$ cat src/rtl/bp_pkg.sv
// rtl/bp_pkg.sv - shared FSM type, counter constants and saturating step for the gshare predictor
package bp_pkg;

    typedef enum logic {
        INIT = 1'b0,
        RUN  = 1'b1
    } bp_state_e;

    // Widest counter the table supports; narrower counters live in the low bits.
    localparam int CTR_MAX_BITS = 4;

    // Strongly-taken value written to every entry during the INIT sweep.
    localparam logic [CTR_MAX_BITS-1:0] CTR_ALL_ONES = '1;

    // One saturating step of a ctr_bits-wide counter: up on taken, down otherwise.
    function automatic logic [CTR_MAX_BITS-1:0] sat_next(
        input logic [CTR_MAX_BITS-1:0] ctr,
        input logic                    taken,
        input int                      ctr_bits
    );
        logic [CTR_MAX_BITS-1:0] top;
        top = CTR_ALL_ONES >> (CTR_MAX_BITS - ctr_bits);
        if (taken) begin
            sat_next = (ctr >= top) ? top : ctr + 4'd1;
        end else begin
            sat_next = (ctr == 4'd0) ? 4'd0 : ctr - 4'd1;
        end
    endfunction

endpackage

$ cat src/rtl/bp_counter_table.sv
// rtl/bp_counter_table.sv - saturating counter array with read port, read-modify-write update port and INIT sweep pointer
module bp_counter_table #(
    parameter int INDEX_BITS = 6,
    parameter int CTR_BITS   = 2
) (
    input  logic                  clk,
    input  logic                  rst,
    input  logic                  init_en,
    output logic                  init_last,
    input  logic [INDEX_BITS-1:0] rd_index,
    output logic [CTR_BITS-1:0]   rd_ctr,
    input  logic                  upd_en,
    input  logic [INDEX_BITS-1:0] upd_index,
    input  logic                  upd_taken
);
    import bp_pkg::*;

    localparam int ENTRIES = 1 << INDEX_BITS;

    logic [CTR_BITS-1:0]     ctr_mem [ENTRIES];
    logic [INDEX_BITS-1:0]   ptr;
    logic [CTR_MAX_BITS-1:0] upd_old;
    logic [CTR_MAX_BITS-1:0] upd_new;

    // Asynchronous read: the caller registers the result, so a write on the
    // same edge is seen only by the following request (read-before-write).
    assign rd_ctr    = ctr_mem[rd_index];
    assign init_last = (ptr == {INDEX_BITS{1'b1}});

    // Widen the entry being trained to the package width and take one saturating step.
    always_comb begin
        upd_old                 = '0;
        upd_old[CTR_BITS-1:0]   = ctr_mem[upd_index];
        upd_new                 = sat_next(upd_old, upd_taken, CTR_BITS);
    end

    // INIT sweep pointer: restarts at entry 0 on every reset.
    always_ff @(posedge clk) begin
        if (rst) begin
            ptr <= '0;
        end else if (init_en) begin
            ptr <= ptr + INDEX_BITS'(1);
        end
    end

    // Counter storage: sweep writes strongly-taken during INIT, training writes afterwards.
    always_ff @(posedge clk) begin
        if (!rst) begin
            if (init_en) begin
                ctr_mem[ptr] <= CTR_ALL_ONES[CTR_BITS-1:0];
            end else if (upd_en) begin
                ctr_mem[upd_index] <= upd_new[CTR_BITS-1:0];
            end
        end
    end

endmodule

$ cat src/rtl/gshare_predictor.sv
// rtl/gshare_predictor.sv - gshare branch direction predictor: FSM, history, index hash, mispredict counter
module gshare_predictor #(
    parameter int INDEX_BITS = 6,
    parameter int CTR_BITS   = 2,
    parameter int HIST_BITS  = 4,
    parameter int PC_BITS    = 32
) (
    input  logic                  clk,
    input  logic                  rst,
    output logic                  busy,
    input  logic                  req_valid,
    input  logic [PC_BITS-1:0]    req_pc,
    output logic                  pred_valid,
    output logic                  pred_taken,
    output logic [INDEX_BITS-1:0] pred_index,
    input  logic                  upd_valid,
    input  logic [INDEX_BITS-1:0] upd_index,
    input  logic                  upd_taken,
    input  logic                  upd_pred,
    output logic [15:0]           mispredict_cnt
);
    import bp_pkg::*;

    bp_state_e             state_q;
    bp_state_e             state_d;
    logic                  init_en;
    logic                  init_last;
    logic                  req_fire;
    logic                  upd_fire;
    logic [INDEX_BITS-1:0] hist_ext;
    logic [INDEX_BITS-1:0] req_idx;
    logic [CTR_BITS-1:0]   rd_ctr;

    // Next-state and INIT/busy decode; requests and updates only act in RUN.
    always_comb begin
        state_d  = state_q;
        init_en  = 1'b0;
        busy     = 1'b0;
        req_fire = 1'b0;
        upd_fire = 1'b0;
        case (state_q)
            INIT: begin
                init_en = 1'b1;
                busy    = 1'b1;
                if (init_last) begin
                    state_d = RUN;
                end
            end
            RUN: begin
                req_fire = req_valid;
                upd_fire = upd_valid;
            end
            default: state_d = INIT;
        endcase
    end

    // State register: any reset restarts the INIT sweep.
    always_ff @(posedge clk) begin
        if (rst) begin
            state_q <= INIT;
        end else begin
            state_q <= state_d;
        end
    end

    generate
        if (HIST_BITS > 0) begin : g_hist
            logic [HIST_BITS-1:0] hist_q;
            logic [HIST_BITS:0]   hist_shift;

            assign hist_shift = {hist_q, upd_taken};

            // Non-speculative history: shifts only when a resolved branch returns.
            always_ff @(posedge clk) begin
                if (rst) begin
                    hist_q <= '0;
                end else if (upd_fire) begin
                    hist_q <= hist_shift[HIST_BITS-1:0];
                end
            end

            // Zero-extend history to the index width for the XOR hash.
            always_comb begin
                hist_ext                  = '0;
                hist_ext[HIST_BITS-1:0]   = hist_q;
            end
        end else begin : g_no_hist
            assign hist_ext = '0;
        end
    endgenerate

    // Word-aligned PC bits select the entry; bits outside the index are not hashed.
    assign req_idx = req_pc[INDEX_BITS+1:2] ^ hist_ext;

    generate
        if (PC_BITS > INDEX_BITS + 2) begin : g_pc_hi
            logic unused_pc;
            assign unused_pc = ^{req_pc[PC_BITS-1:INDEX_BITS+2], req_pc[1:0]};
        end else begin : g_pc_lo
            logic unused_pc;
            assign unused_pc = ^req_pc[1:0];
        end
    endgenerate

    bp_counter_table #(
        .INDEX_BITS (INDEX_BITS),
        .CTR_BITS   (CTR_BITS)
    ) u_table (
        .clk       (clk),
        .rst       (rst),
        .init_en   (init_en),
        .init_last (init_last),
        .rd_index  (req_idx),
        .rd_ctr    (rd_ctr),
        .upd_en    (upd_fire),
        .upd_index (upd_index),
        .upd_taken (upd_taken)
    );

    // Prediction register: one-cycle pulse, index and direction held until the next request.
    always_ff @(posedge clk) begin
        if (rst) begin
            pred_valid <= 1'b0;
            pred_taken <= 1'b0;
            pred_index <= '0;
        end else begin
            pred_valid <= req_fire;
            if (req_fire) begin
                pred_index <= req_idx;
                pred_taken <= rd_ctr[CTR_BITS-1];
            end
        end
    end

    // Saturating mispredict counter for performance monitoring.
    always_ff @(posedge clk) begin
        if (rst) begin
            mispredict_cnt <= '0;
        end else if (upd_fire && (upd_pred != upd_taken) && (mispredict_cnt != 16'hFFFF)) begin
            mispredict_cnt <= mispredict_cnt + 16'd1;
        end
    end

endmodule

$ cat config.mk
export PLATFORM = sky130hd
export DESIGN_NAME = gshare_predictor
export DESIGN_NICKNAME = d
export VERILOG_FILES = /design/src/rtl/bp_pkg.sv /design/src/rtl/bp_counter_table.sv /design/src/rtl/gshare_predictor.sv
export SDC_FILE = /design/constraint.sdc
export NUM_CORES = 1
export LEC_CHECK = 0
export BUFFER_PORTS_ARGS = -buffer_cell sky130_fd_sc_hd__buf_2
export CELL_PAD_IN_SITES_DETAIL_PLACEMENT = 2
export CELL_PAD_IN_SITES_GLOBAL_PLACEMENT = 2
export CORE_ASPECT_RATIO = 0.5
export CORE_UTILIZATION = 30
export CTS_CLUSTER_DIAMETER = 120
export DETAILED_ROUTE_END_ITERATION = 8
export PLACE_DENSITY = 0.73
export SLEW_MARGIN = 20
export SYNTH_ARGS = -nofsm -noshare
export SYNTH_HDL_FRONTEND = slang
export SYNTH_SLANG_ARGS = --single-unit
$ cat constraint.sdc
create_clock -name clk -period 4.05 [get_ports clk]
set_input_delay 0.2025 -clock clk [delete_from_list [all_inputs] [get_ports clk]]
set_output_delay 0.2025 -clock clk [all_outputs]
set_load 0.02 [all_outputs]
==> metrics.yaml <==
floorplan:
  die_w_um: 228
  coreArea_um2: 24500
  initial_utilization_pct: 31.3
  design.die.area_um2: 26300
  core.rowCount: 40
  design.portCount: 69
  chipHeight_um: 115
clocking:
  clk_pin_slew_ns: 0.06
  maximum_clock_insertion_buffer_count: 2
  numCtsBuffers: 17
  cts_setup_buffers: 0
  clk_latency_ns: 0.43
  cts.hold.buffers_added: 0
  cts_tree: "done"
  ctsRootBufferMaster: "clkbuf_16"
  clock_tree.htree_level_count: 4
  clock-sinks: 163
  cts-resized-gates: 0
worst_setup_path:
  path_max_fanout: 16
  cp_data_required_time_ns: 4.17
  rrSetupSlack_ns: 0.94
  timing.reg2reg.worst_path_depth: 6
  startpoint_type_of_the_worst_setup_path: "register"
  critical-path-max-stage-delay_ns: 0.67
  path_class: "reg -> reg"
  cpMaxStageDelayCell: "dfxtp_1"
  arrival_ns: 3.23
  crit_chain: "nand2_2, or2_0, or3_1, o31ai_1, nand2_1, nor2_1"
  end_kind: "register"
synth:
  synthesis.yosys.warnings: 0
  postSynthRegisterBits: 163
  syn-cell-area_um2: 7680
  synth-seq-area-share_pct: 59.2
  number_of_enable_type_register_cells_in_the_synthesized_netlist: 128
  synth_cells: 555
  synth_nets: 601
  syn_avg_cell_area_um2: 13.8
  ys_types: 62
  async_flop_share_pct: 0
  ys.flop_type: "edfxtp_1"
sta:
  finalCriticalPeriod_ns: 3.11
  report.final.hold_viol_count: 0
  hold_ws_ns: 0.102
  timing_max_transition_violations_final: 0
  finalSetupViolCount: 0
  worst_clock_skew_on_the_final_layout_ns: 0.0107
  grt_setup_unrepaired: "no"
  slew_headroom_pct: 38.0
  min_period_over_period_pct: 76.9
  timing.setup.tns_ns: 0
  actual_slew_at_the_worst_max_slew_pin_ns: 0.930
  fmax_ghz: 0.321
place:
  gp_congestion: 0.778
  hpwlAfterDp_um: 15400
  port_buffer_count: 42
grt:
  global_route.overflow_total: 0
  first_global_vias: 5617
  grt_antenna_before_repair: 1
  grt_start_max_net_pins: 41
  most_used_routing_layer_in_global_routing: "met2"
  gr-usage-met3_pct: 4.27
  globalRouteTotalUtil_pct: 18.5
  gr-usage-met2_pct: 31.2
  grt_first_pass_wirelength_um: 35600
  gr-usage-met1_pct: 23.3
hold_path:
  holdPathStages: 3
  worst_hold_path_type: "in -> reg"
routing:
  wl_per_cell_um: 24.3
  drcViolationCount: 0
  total_detailed_routing_wirelength_um: 23100
  drt_first_pass_iters: 4
  via_count: 5024
  drt.antenna.violating_nets: 0
  routed_via_density: 5.30
  drt_iter0_drc: 384
power_and_ir_drop:
  power_per_cell_area_nw_per_um2: 416
  ir_drop_v: 0.000204
  leakagePower_nw: 3.09
run:
  drv_cap: 0
cells_and_area:
  drive_gt1_share_pct: 21.1
  final_nets: 647
  layout-area-overhead-vs-synth_pct: 14.8
  n_fill_cell: 2528
outcome:
  status: "complete, no violations"
-- report_power, final --
part	leakage (nW)	internal [W]	total, W	switching (W)
logic	1.20	0.0000773	0.000204	0.000127
clock network	0.287	0.00102	0.00168	0.000659
registers	1.60	0.00178	0.00179	0.00000568
-- through the flow --
step           util, %  cells  area (um2)  power (W)  setup slack (ns)
2_1_floorplan        -    555        7680    0.00196            0.0947
3_3_place_gp      33.5    918        8220    0.00202             0.726
3_5_place_dp      33.5    918        8220    0.00203             0.661
4_1_cts           35.9    947        8810    0.00371             0.942
5_1_grt           35.9    947        8810    0.00379             0.720
6_report          36.0    948        8820    0.00367             0.937
-- cell families after synthesis --
group | Yosys count | synth area share [%]
AO/OA/AOI/OAI | 62 | 5.82
XOR/XNOR | 25 | 3.05
adder cells (fa/ha/maj) | 2 | 0.326
buffers and inverters | 32 | 3.28
flip-flops | 163 | 59.2
multiplexers | 65 | 16.4
AND/OR/NAND/NOR | 206 | 11.9
-- synth_stat cells (3+ instances only) --
master	n	area [um2]
edfxtp_1	128	3840
nor2_1	104	390
nand2_1	42	158
dfxtp_1	35	701
mux4_2	33	743
nand3_1	19	95.1
mux2i_1	18	180
xor2_1	13	114
a21oi_1	12	60.1
mux4_1	12	315
o21ai_0	11	55.1
xnor2_1	10	87.6
or3_1	7	43.8
buf_6	6	67.6
clkbuf_1	6	22.5
inv_1	6	22.5
nand4_1	6	37.5
a31oi_1	4	25.0
clkbuf_8	4	55.1
nor2b_1	4	25.0
nor3_1	4	20.0
a211oi_1	3	22.5
a22oi_1	3	22.5
and2_1	3	18.8
and4_1	3	26.3
buf_1	3	11.3
clkbuf_4	3	22.5
nand2b_1	3	18.8
o21a_1	3	22.5
o21ai_1	3	15.0
o31ai_1	3	22.5
-- placed cells by master (no fill, tap or decap), types with 8 or more instances in the layout --
cell	n
xor2_1	12
mux2i_1	18
xnor2_1	10
mux4_1	12
edfxtp_1	128
dfxtp_1	35
nand2_1	42
mux4_2	33
buf_4	8
clkbuf_16	17
o21ai_0	11
nand3_1	19
a21oi_1	12
buf_2	42
nor2_1	104
-- final timing paths --
path            startpoint                      to
max                state_q  u_table.ctr_mem[33][1]
min reg2reg  pred_index[4]           pred_index[4]
max reg2reg        state_q  u_table.ctr_mem[33][1]
min              req_pc[7]           pred_index[5]
-- state kept, by name, summed over array words and instances, names as in the netlist --
| signal | count |
|---|---|
| u_table.ctr_mem | 128 |
| mispredict_cnt | 16 |
| pred_index | 6 |
| u_table.ptr | 6 |
| g_hist.hist_q | 4 |
| pred_taken | 1 |
| pred_valid | 1 |
| state_q | 1 |
-- area by class of cell --
class	count	area [um2]	share of cell area, %
well taps	336	420	4.77
multi-input cells	360	2910	33.0
flip-flops and latches	163	4540	51.5
clock buffers	18	429	4.87
clock inverters	11	163	1.84
diodes	1	2.50	0.0284
repair buffers	53	330	3.75
inverters	6	22.5	0.255
-- critical path: cells and delay by family (launching register included) --
family             cells  cell delay [ns]
DFF                    1             0.67
AOI/OAI and AO/OA      1             0.15
and+or+nand+nor        5             1.98
-- routing by layer --
layer / part of all wire (%) / routed length [um]
met5: 0 / 0
met4: 1.2 / 274
met3: 5.7 / 1320
met2: 49 / 11400
met1: 44 / 10100
No activity file was read; power rests on OpenSTA's default activity.
